### config.mk
export PLATFORM = sky130hd
export DESIGN_NAME = byte_bank_arbiter
export DESIGN_NICKNAME = d
export VERILOG_FILES = /design/src/rtl/byte_bank_pkg.sv /design/src/rtl/byte_bank_byte_bank.sv /design/src/rtl/byte_bank_arbiter.sv
export SDC_FILE = /design/constraint.sdc
export NUM_CORES = 1
export LEC_CHECK = 0
export CORE_MARGIN = 4
export CORE_UTILIZATION = 29
export CTS_CLUSTER_DIAMETER = 80
export DETAILED_ROUTE_END_ITERATION = 8
export GPL_ROUTABILITY_DRIVEN = 0
export PLACE_DENSITY = 0.44
export SKIP_CTS_REPAIR_TIMING = 1
export SLEW_MARGIN = 20
export SYNTH_ARGS = -nofsm -noshare
export SYNTH_HDL_FRONTEND = slang
export SYNTH_SLANG_ARGS = --single-unit
### constraint.sdc
create_clock -name clk -period 2.54 [get_ports clk]
set_input_delay 0.635 -clock clk [delete_from_list [all_inputs] [get_ports clk]]
set_output_delay 0.635 -clock clk [all_outputs]
set_load 0.01 [all_outputs]
### src/rtl/byte_bank_pkg.sv
// Shared types and constants for the two-requester byte bank arbiter.
package byte_bank_pkg;

    typedef enum logic [1:0] {
        IDLE  = 2'd0,
        GRANT = 2'd1,
        DONE  = 2'd2
    } state_t;

    localparam int   BYTE_W = 8;
    localparam logic REQ_A  = 1'b0;
    localparam logic REQ_B  = 1'b1;

endpackage

### src/rtl/byte_bank_byte_bank.sv
// DEPTH x BYTE_W flop storage with a one-hot per-cell store strobe and a
// combinational read port; addresses outside the bank read as zero.
module byte_bank
    import byte_bank_pkg::*;
#(
    parameter int DEPTH  = 8,
    parameter int ADDR_W = 3
) (
    input  logic              clk,
    input  logic              rst_n,
    input  logic [DEPTH-1:0]  store,
    input  logic [BYTE_W-1:0] wdata,
    input  logic [ADDR_W-1:0] raddr,
    output logic [BYTE_W-1:0] rdata
);

    logic [BYTE_W-1:0] cells [DEPTH];

    always_ff @(posedge clk or negedge rst_n) begin
        if (!rst_n) begin
            for (int i = 0; i < DEPTH; i++) cells[i] <= '0;
        end else begin
            for (int i = 0; i < DEPTH; i++) begin
                if (store[i]) cells[i] <= wdata;
            end
        end
    end

    // Mux by comparison so an out-of-range raddr never indexes past the array.
    always_comb begin
        rdata = '0;
        for (int i = 0; i < DEPTH; i++) begin
            if (raddr == ADDR_W'(i)) rdata = cells[i];
        end
    end

endmodule

### src/rtl/byte_bank_arbiter.sv
// Round-robin arbiter sharing one byte bank between requesters A and B;
// each access runs IDLE -> GRANT -> DONE and acks the winner in DONE.
module byte_bank_arbiter
    import byte_bank_pkg::*;
#(
    parameter int DEPTH  = 8,
    parameter int ADDR_W = 3
) (
    input  logic              clk,
    input  logic              rst_n,
    input  logic              a_req,
    input  logic              a_we,
    input  logic [ADDR_W-1:0] a_addr,
    input  logic [BYTE_W-1:0] a_wdata,
    output logic              a_ack,
    output logic [BYTE_W-1:0] a_rdata,
    output logic              a_err,
    input  logic              b_req,
    input  logic              b_we,
    input  logic [ADDR_W-1:0] b_addr,
    input  logic [BYTE_W-1:0] b_wdata,
    output logic              b_ack,
    output logic [BYTE_W-1:0] b_rdata,
    output logic              b_err,
    output logic              busy,
    output state_t            dbg_state
);

    // Handshake: a requester holds req high until it sees its one-cycle ack;
    // req is only sampled in IDLE, and rdata/err are meaningful only with ack.
    state_t              state, state_nxt;
    logic                win_q, we_q, last_q, win_nxt, in_range;
    logic [ADDR_W-1:0]   addr_q;
    logic [BYTE_W-1:0]   wdata_q, bank_rdata, rd_result;
    logic [DEPTH-1:0]    store;

    assign win_nxt   = (a_req && b_req) ? ~last_q : b_req;
    assign in_range  = ({{(32-ADDR_W){1'b0}}, addr_q} < 32'(DEPTH));
    assign rd_result = (in_range && !we_q) ? bank_rdata : '0;
    assign busy      = (state != IDLE);
    assign dbg_state = state;

    always_comb begin
        state_nxt = state;
        store     = '0;
        unique case (state)
            IDLE:    if (a_req || b_req) state_nxt = GRANT;
            GRANT: begin
                state_nxt = DONE;
                for (int i = 0; i < DEPTH; i++) begin
                    store[i] = we_q && in_range && (addr_q == ADDR_W'(i));
                end
            end
            DONE:    state_nxt = IDLE;
            default: state_nxt = IDLE;
        endcase
    end

    always_ff @(posedge clk or negedge rst_n) begin
        if (!rst_n) state <= IDLE;
        else        state <= state_nxt;
    end

    always_ff @(posedge clk or negedge rst_n) begin
        if (!rst_n) begin
            win_q   <= REQ_A;
            we_q    <= 1'b0;
            addr_q  <= '0;
            wdata_q <= '0;
        end else if (state == IDLE && (a_req || b_req)) begin
            win_q   <= win_nxt;
            we_q    <= win_nxt ? b_we    : a_we;
            addr_q  <= win_nxt ? b_addr  : a_addr;
            wdata_q <= win_nxt ? b_wdata : a_wdata;
        end
    end

    // Ack and read data launch at the end of GRANT so they are visible in DONE.
    always_ff @(posedge clk or negedge rst_n) begin
        if (!rst_n) begin
            a_ack   <= 1'b0;
            b_ack   <= 1'b0;
            a_err   <= 1'b0;
            b_err   <= 1'b0;
            a_rdata <= '0;
            b_rdata <= '0;
            last_q  <= REQ_B;
        end else begin
            a_ack <= 1'b0;
            b_ack <= 1'b0;
            if (state == GRANT) begin
                if (win_q == REQ_A) begin
                    a_ack   <= 1'b1;
                    a_rdata <= rd_result;
                    a_err   <= !in_range;
                end else begin
                    b_ack   <= 1'b1;
                    b_rdata <= rd_result;
                    b_err   <= !in_range;
                end
            end
            if (state == DONE) last_q <= win_q;
        end
    end

    byte_bank #(.DEPTH(DEPTH), .ADDR_W(ADDR_W)) u_bank (
        .clk   (clk),
        .rst_n (rst_n),
        .store (store),
        .wdata (wdata_q),
        .raddr (addr_q),
        .rdata (bank_rdata)
    );

endmodule

==> run metrics <==
synthesized flop and latch total=98; Util after Layout=36.3%; Worst VDD drop=0.395 mV; io pins=51; Final period util=84.8%; Yosys cell types=37; Mapped Area=0.00459 mm²; Area contributors post-synth=dfrtp_1, mux2_2, mux2i_1; Pwr Total=7.04 mW; cell taking the most area after synthesis=dfrtp_1; number of DRC markers in iteration 0=137; vias in the first global route=3009; grt ovf=0; clock skew=0.00841 ns; dpl hpwl=7420 µm; Leak=2.45 nW; Core Area=0.0154 mm²; first-pass GRT wire length=17400 µm; Placed Area=0.00531 mm²; starting density of the core=29.9%; Total GRT Usage=12.5%; WP data required=1.90 ns; CTS Buffer Depth=2; Worst Tran Pin Value=0.644 ns; Area Growth Syn to Fin=21.7%; routed wire length=10600 µm; max-slew violations=0; Fmax=464 MHz; largest net degree at the start of global routing=37; Slew HR=57.0%; Final nets=443; Final ANT Viol Nets=0; fraction of layout cells with a size suffix above 1=23.8%; Critical Path End Type=primary output; Hold Path Class=in -> async; Die ar.=0.0179 mm²; Mapped Cells=369; Yosys top cell area share=52.9%; simple-gate share of the synthesized area=9.43%; post-route cell area=0.00559 mm²; Post-Synth XOR/XNOR Area=0%; Clk pin slew, worst setup/hold paths=0.07 ns; via-per-instance ratio=4.66; FP Rows=45; clock sinks=98; CTS H-tree depth=3; Worst Path Max Fanout=4; antenna violations before repair=0; Final Hold Viols=0; drt first pass iters=4; # port buffers=48; Routed WL per cell=16.8 µm; post-route minimum period=2.15 ns; CTS tree=done; Die Y=134 µm; outcome=finished, final reports clean; Inserted Clock Buffers=9; vias=2938; logic depth of the worst register-to-register path=3; Root Buffer=clkbuf_16; final setup vio count=0; largest family of logic cells by synthesized area=multiplexers; Worst EP arrival=1.52 ns; Worst-Skew Late Latency=0.35 ns; drt drc=0; Setup crit start kind=flop; multiplexer area fraction after synthesis=23.8%; Max-Cap Viols=0; Compound-Gate Fraction of Synth Area=9.87%; Pwr Density=1260 mW/mm²; CP Class=reg -> out; antenna cells=0; setup tns final=0 ns; yosys warns=0; mean post-synth cell area=12.4 µm²; adder-cell area share of the yosys netlist=0%; sequential element share of the synthesized area=53.5%; Die W=134 µm; RSZ-0062 raised after global routing=false
sequential cells by signal, summed over array words and instances (netlist names):
signal        flops
b_rdata           8
win_q             1
u_bank.cells     64
wdata_q           8
we_q              1
a_ack             1
last_q            1
addr_q            3
dbg_state         2
b_ack             1
a_rdata           8
cell type report:
class	count	area, µm²
fillers	1484	9780
flip-flops and latches	98	2450
multi-input cells	242	1980
repair buffers	59	586
well taps	211	264
clock buffers	13	240
clock inverters	3	40.0
inverters	5	18.8
cell usage after synthesis, drive strengths merged:
cell and instances:
or2 1, conb 1, dfrtp 97, a211o 6, o21ai 6, a21boi 1, buf 15, o22ai 6
a21oi 22, and3 1, a311o 6, nand2 25, o21a 3, a211oi 2, mux2 64, mux2i 34
nand3 1, nor2b 8, o32a 2, inv 5, and3b 1, nand3b 5, and4b 2, clkbuf 10
nor2 23, nand2b 5, o31ai 13, nor3b 2, dfstp 1, nand4 1
metrics by stage:
step                      std cells  hold slack [ns]  setup slack [ns]
after floorplan                 370            0.339             0.846
after global placement          615            0.463             0.530
after detailed placement        615            0.473             0.497
after CTS                       631            0.248             0.361
after global routing            631            0.269             0.296
final                           631            0.240             0.385
layout by cell type, fill, tap and decap left out, drive strengths merged, types with 6 or more instances in the layout:
| cell | synthesis | routed |
|---|---|---|
| o22ai | 6 | 6 |
| mux2 | 64 | 64 |
| a211o | 6 | 6 |
| o21ai | 6 | 6 |
| clkbuf | 10 | 13 |
| dfrtp | 97 | 97 |
| a311o | 6 | 6 |
| nor2b | 8 | 8 |
| mux2i | 34 | 34 |
| nor2 | 23 | 23 |
| clkdlybuf4s50 | 0 | 47 |
| o31ai | 13 | 13 |
| nand2 | 25 | 25 |
| a21oi | 22 | 22 |
| buf | 15 | 12 |
metal layers:
layer	up-vias	wire length (µm)	global-route usage, %
met5	-	0	0
met1	1438	5450	18.3
li1	1421	-	-
met2	66	4600	18.3
met3	13	384	2.59
met4	0	179	4.63
final timing paths:
kind / from / endpoint / slack, ns
min in group clk: a_rdata[6]$_DFFE_PN0P_ / a_rdata[6]$_DFFE_PN0P_ / 0.48
min reg2reg: a_rdata[6]$_DFFE_PN0P_ / a_rdata[6]$_DFFE_PN0P_ / 0.48
max in group asynchronous: rst_n / u_bank.cells[20]$_DFFE_PN0P_ / 1.66
max: dbg_state[1]$_DFFE_PN0P_ / busy / 0.39
min: rst_n / b_rdata[2]$_DFFE_PN0P_ / 0.24
max reg2reg: we_q$_DFFE_PN0P_ / u_bank.cells[20]$_DFFE_PN0P_ / 0.51
critical path, cell delays in order (launching register included):
cell	delay, ns
dfrtp_1	0.44
nor2_1	0.18
inv_1	0.07
clkdlybuf4s50_1	0.49
kinds of logic after synthesis:
kind of cell	after synthesis
mux	98
flops	98
simple gates	75
compound gates	67
buf+inv	30
other cells	1
where the power goes:
group          switching, mW  total (mW)  internal [mW]
Clock                  0.578        1.34          0.763
Sequential             0.679        2.98           2.30
Combinational           1.27        2.71           1.44
(Power assumes the default switching activity.)
